File: src/rtl/spi_master.sv
// Single-lane SPI mode-0 initiator with a byte-wide valid/ready command port.
// Chip select is framed by a per-byte last flag; the divider is frozen per frame.
module spi_master #(
    parameter int DIV_WIDTH = 8
) (
    input  logic                 clk,
    input  logic                 rst_n,
    input  logic [DIV_WIDTH-1:0] cfg_div,
    input  logic                 tx_valid,
    output logic                 tx_ready,
    input  logic [7:0]           tx_data,
    input  logic                 tx_last,
    output logic                 rx_valid,
    output logic [7:0]           rx_data,
    output logic                 busy,
    output logic                 sck,
    output logic                 cs_n,
    output logic [3:0]           dq_o,
    output logic [3:0]           dq_t,
    input  logic [3:0]           dq_i
);

    typedef enum logic [2:0] {
        ST_IDLE,
        ST_SETUP,
        ST_SHIFT,
        ST_WAIT,
        ST_HOLD,
        ST_GUARD
    } state_e;

    state_e               state_q, state_d;
    logic [DIV_WIDTH-1:0] div_q, div_d;
    logic [DIV_WIDTH-1:0] cnt_q, cnt_d;
    logic [3:0]           hcnt_q, hcnt_d;
    logic [7:0]           tx_sh_q, tx_sh_d;
    logic [7:0]           rx_sh_q, rx_sh_d;
    logic                 last_q, last_d;
    logic                 sck_q, sck_d;
    logic                 cs_n_q, cs_n_d;
    logic                 mosi_q, mosi_d;
    logic                 rx_valid_q, rx_valid_d;
    logic [7:0]           rx_data_q, rx_data_d;
    logic                 tx_ready_q, tx_ready_d;
    logic                 busy_q, busy_d;

    logic cnt_zero;
    logic accept;
    logic unused_dq_i;

    assign cnt_zero    = (cnt_q == '0);
    assign accept      = tx_valid && tx_ready_q;
    assign unused_dq_i = ^{dq_i[3:2], dq_i[0]};

    always_comb begin
        state_d    = state_q;
        div_d      = div_q;
        cnt_d      = cnt_q;
        hcnt_d     = hcnt_q;
        tx_sh_d    = tx_sh_q;
        rx_sh_d    = rx_sh_q;
        last_d     = last_q;
        sck_d      = sck_q;
        cs_n_d     = cs_n_q;
        mosi_d     = mosi_q;
        rx_valid_d = 1'b0;
        rx_data_d  = rx_data_q;
        tx_ready_d = tx_ready_q;
        busy_d     = busy_q;

        case (state_q)
            ST_IDLE: begin
                if (accept) begin
                    div_d      = cfg_div;
                    cnt_d      = cfg_div;
                    tx_sh_d    = tx_data;
                    mosi_d     = tx_data[7];
                    last_d     = tx_last;
                    cs_n_d     = 1'b0;
                    tx_ready_d = 1'b0;
                    busy_d     = 1'b1;
                    state_d    = ST_SETUP;
                end
            end
            ST_SETUP: begin
                // leaving SETUP is the first rising sck edge, so MISO is sampled here too
                if (cnt_zero) begin
                    sck_d   = 1'b1;
                    cnt_d   = div_q;
                    hcnt_d  = 4'd0;
                    rx_sh_d = {rx_sh_q[6:0], dq_i[1]};
                    state_d = ST_SHIFT;
                end else begin
                    cnt_d = cnt_q - 1'b1;
                end
            end
            ST_SHIFT: begin
                if (!cnt_zero) begin
                    cnt_d = cnt_q - 1'b1;
                end else begin
                    cnt_d  = div_q;
                    hcnt_d = hcnt_q + 4'd1;
                    sck_d  = ~sck_q;
                    if (!sck_q) begin
                        rx_sh_d = {rx_sh_q[6:0], dq_i[1]};
                    end else if (hcnt_q == 4'd14) begin
                        // eighth falling edge: byte complete, mosi keeps its last bit
                        rx_data_d  = rx_sh_q;
                        rx_valid_d = 1'b1;
                        if (last_q) begin
                            state_d = ST_HOLD;
                        end else begin
                            tx_ready_d = 1'b1;
                            state_d    = ST_WAIT;
                        end
                    end else begin
                        mosi_d  = tx_sh_q[6];
                        tx_sh_d = {tx_sh_q[6:0], 1'b0};
                    end
                end
            end
            ST_WAIT: begin
                if (accept) begin
                    cnt_d      = div_q;
                    tx_sh_d    = tx_data;
                    mosi_d     = tx_data[7];
                    last_d     = tx_last;
                    tx_ready_d = 1'b0;
                    state_d    = ST_SETUP;
                end
            end
            ST_HOLD: begin
                if (cnt_zero) begin
                    cs_n_d  = 1'b1;
                    cnt_d   = div_q;
                    state_d = ST_GUARD;
                end else begin
                    cnt_d = cnt_q - 1'b1;
                end
            end
            ST_GUARD: begin
                if (cnt_zero) begin
                    tx_ready_d = 1'b1;
                    busy_d     = 1'b0;
                    state_d    = ST_IDLE;
                end else begin
                    cnt_d = cnt_q - 1'b1;
                end
            end
            default: begin
                state_d = ST_IDLE;
            end
        endcase
    end

    always_ff @(posedge clk or negedge rst_n) begin
        if (!rst_n) begin
            state_q    <= ST_IDLE;
            div_q      <= '0;
            cnt_q      <= '0;
            hcnt_q     <= 4'd0;
            tx_sh_q    <= 8'h00;
            rx_sh_q    <= 8'h00;
            last_q     <= 1'b0;
            sck_q      <= 1'b0;
            cs_n_q     <= 1'b1;
            mosi_q     <= 1'b0;
            rx_valid_q <= 1'b0;
            rx_data_q  <= 8'h00;
            tx_ready_q <= 1'b1;
            busy_q     <= 1'b0;
        end else begin
            state_q    <= state_d;
            div_q      <= div_d;
            cnt_q      <= cnt_d;
            hcnt_q     <= hcnt_d;
            tx_sh_q    <= tx_sh_d;
            rx_sh_q    <= rx_sh_d;
            last_q     <= last_d;
            sck_q      <= sck_d;
            cs_n_q     <= cs_n_d;
            mosi_q     <= mosi_d;
            rx_valid_q <= rx_valid_d;
            rx_data_q  <= rx_data_d;
            tx_ready_q <= tx_ready_d;
            busy_q     <= busy_d;
        end
    end

    assign tx_ready = tx_ready_q;
    assign rx_valid = rx_valid_q;
    assign rx_data  = rx_data_q;
    assign busy     = busy_q;
    assign sck      = sck_q;
    assign cs_n     = cs_n_q;
    assign dq_o     = {3'b000, mosi_q};
    assign dq_t     = 4'b1110;

endmodule

File: config.mk
export PLATFORM = sky130hd
export DESIGN_NAME = spi_master
export DESIGN_NICKNAME = d
export VERILOG_FILES = /design/src/rtl/spi_master.sv
export SDC_FILE = /design/constraint.sdc
export NUM_CORES = 1
export LEC_CHECK = 0
export BUFFER_PORTS_ARGS = -buffer_cell sky130_fd_sc_hd__buf_2
export CAP_MARGIN = 15
export CORE_MARGIN = 5
export CORE_UTILIZATION = 44
export CTS_CLUSTER_SIZE = 30
export DETAILED_ROUTE_END_ITERATION = 16
export MAX_ROUTING_LAYER = met4
export PLACE_DENSITY = 0.62
export SYNTH_ARGS = -nofsm -noshare
export SYNTH_HDL_FRONTEND = slang
export SYNTH_SLANG_ARGS = --single-unit
export TNS_END_PERCENT = 100
File: constraint.sdc
create_clock -name clk -period 2.7 [get_ports clk]
set_input_delay 0.81 -clock clk [delete_from_list [all_inputs] [get_ports clk]]
set_output_delay 0.81 -clock clk [all_outputs]
set_load 0.01 [all_outputs]
==> impl_metrics.ini <==
[sta]
tns_ns = 0
fin_ws_ns = 0.2198
finalMaxSlewViolations = 0
holdWs_ns = 0.4434
setup_viol_count_final = 0
worst_pin_slew_ns = 0.7261
clock-skew-final_ns = 0.01302
relSlewSlack = 0.5133
rsz0062_at_grt = no
period_needed_ns = 2.480
fmax_ghz = 0.4032
period_share = 0.9186
hold_viol_final = 0

[critical_path]
crit_required_ns = 2.89
startpoint_type = register
cp_max_fo = 16
path_class = register to register
arrival_ns = 2.67
end_kind = register

[synth]
ys_warn_count = 0
ys_top_cells_by_count = dfrtp_1, o21ai_0, a21oi_1, mux2_2, nand2_1
syn_inst = 311
synth.area.top_cells = dfrtp_1, mux2_2, o21ai_0
async_reset_ff_frac = 1.000
yosysMostFrequentCell = dfrtp_1
avgSynthCellArea_um2 = 9.543
synth_top_cell_by_area = dfrtp_1
synth_edf_count = 0
syn-cell-area_um2 = 2968
ys_seq_elements = 53
ys_seq_area_frac = 0.4477
netlist.area_leader.share = 0.4300
synthFlopType = dfrtp_1
post_synth_num_cell_types = 49

[cells_and_area]
final_layout_size_suffix_gt1_frac = 0.2678
area_delta_synth_final_pct = 13.36
diodes = 0
fin_area_um2 = 3364
finalNetCount = 377

[drt]
totalWireLength_um = 7118
drt_iter0_drc = 223
avgViaCountPerCell = 5.970
vias = 2573
routedWlPerCell_um = 16.52
ant_nets = 0
dr.pass1.iters = 5
drc = 0

[clock_tree]
cts.path.max_buffers = 2
clkTransAtPathRegs_ns = 0.12
cts_sinks = 53
postCtsHoldBufs = 0
cts_root_buf = clkbuf_8
postCtsSetupRepairBufs = 0
cts.repair.resized = 0
h-tree-depth = 2
numCtsBuffers = 5
cts_tree = yes
clock_latency_ns = 0.32

[floorplanning]
core_region_area_um2 = 6681
die_w_um = 92.13
rows = 30
start_util = 0.4442
dieArea_um2 = 8488
die_h_um = 92.13
num_io_pins = 45

[power]
p_leak_uw = 0.001625
vdd_ir_drop_max_v = 0.0002289
power_density_nw_per_um2 = 399.0

[grt]
grt_max_degree = 33
grt_pass1_wl_um = 11950
met3_usage = 0.03199
gr-max-usage-layer = met2
grtUsageMet2 = 0.2695
use_met1 = 0.2479
overflow = 0
grt_use_total = 0.1793
antenna_found_initial = 0
grt_pass1_vias = 2397

[job]
maxCapViolations = 0

[placement]
place.gp.congestion = 0.9025
portBuffers = 34
dp_hpwl_um = 5142
place_area_um2 = 3267
place_ws_ns = 0.2169

[run_status]
status = finished clean

[min_path]
holdCritPathClass = input port to asynchronous set/reset pin
-- critical path, cell delays in order (launching register included) --
cell,delay (ns)
dfrtp_1,0.45
inv_1,0.12
ha_1,0.40
and3_4,0.38
a21oi_1,0.09
or4_1,0.67
nand2_1,0.18
o21ai_2,0.06
-- layout by cell type, fill, tap and decap left out, drive strengths merged, types with 2 or more instances in the layout --
master	instances
a311oi	2
o21ai	35
buf	52
mux2i	8
o21a	2
inv	9
a31oi	6
dfstp	2
o31ai	3
o211ai	2
and3	2
nand2	25
a221o	2
xnor2	2
a221oi	2
ha	3
nor2	20
xor2	2
nor3	16
dfrtp	51
a211oi	4
a21oi	25
a2111oi	2
mux2	25
nand2b	5
or3	2
clkbuf	5
o22ai	7
conb	7
nor4	4
nand3	9
-- flip-flops by register name, summed over array words and instances (netlist names) --
name / cells
tx_ready: 1
state_q: 3
rx_data: 8
last_q: 1
rx_valid: 1
mosi_q: 1
sck: 1
busy: 1
div_q: 8
tx_sh_q: 7
hcnt_q: 4
cnt_q: 8
rx_sh_q: 8
cs_n: 1
-- cell type report --
| type | instances | area, um^2 |
|---|---|---|
| clock buffers | 5 | 68.82 |
| clock inverters | 3 | 28.78 |
| fillers | 651 | 3317 |
| inverters | 6 | 22.52 |
| multi-input cells | 232 | 1498 |
| flip-flops and latches | 53 | 1329 |
| well taps | 80 | 100.1 |
| repair buffers | 52 | 317.8 |
-- layer usage --
metal / vias to the layer above / routed length [um]
met5: - / 0
met4: 0 / 117
met3: 11 / 393
met2: 79 / 3411
met1: 1271 / 3195
li1: 1212 / -
-- logic make-up (layout without fill, tap and decap cells) --
kind of cell | after synthesis | in the layout | synth area share
buffers and inverters | 31 | 66 | 0.05396
adders and majority gates | 4 | 4 | 0.01602
xor gates and xnor gates | 4 | 4 | 0.01181
AOI/OAI and AO/OA | 97 | 97 | 0.1981
other | 2 | 7 | 0.002530
and+or+nand+nor | 87 | 87 | 0.1480
muxes | 33 | 33 | 0.1218
DFF | 53 | 53 | 0.4477
-- worst paths after layout --
path	slack [ns]	depth (start not counted)	from	endpoint
setup / recovery	0.22	7	cnt_q[0]	tx_sh_q[0]
hold / removal	0.44	1	rst_n	div_q[3]
setup reg to reg	0.22	7	cnt_q[0]	tx_sh_q[0]
hold reg to reg	0.49	2	mosi_q	mosi_q
max in group asynchronous	1.65	2	rst_n	cs_n
min in group clk	0.49	2	mosi_q	mosi_q
-- per-stage QoR --
| stage | total power [uW] | instances | util |
|---|---|---|---|
| after global routing | 1390 | 431 | 0.5036 |
| after floorplan | 826.8 | 316 | - |
| after detailed placement | 855.5 | 423 | 0.4890 |
| final | 1343 | 431 | 0.5036 |
| after CTS | 1356 | 431 | 0.5036 |
| after global placement | 854.8 | 423 | 0.4890 |
-- where the power goes --
part	switching (uW)	internal (uW)
logic	27.7	16.0
registers	0.438	794
clock network	308	197
total	336	1010
Power figures use the tool's default switching activity.
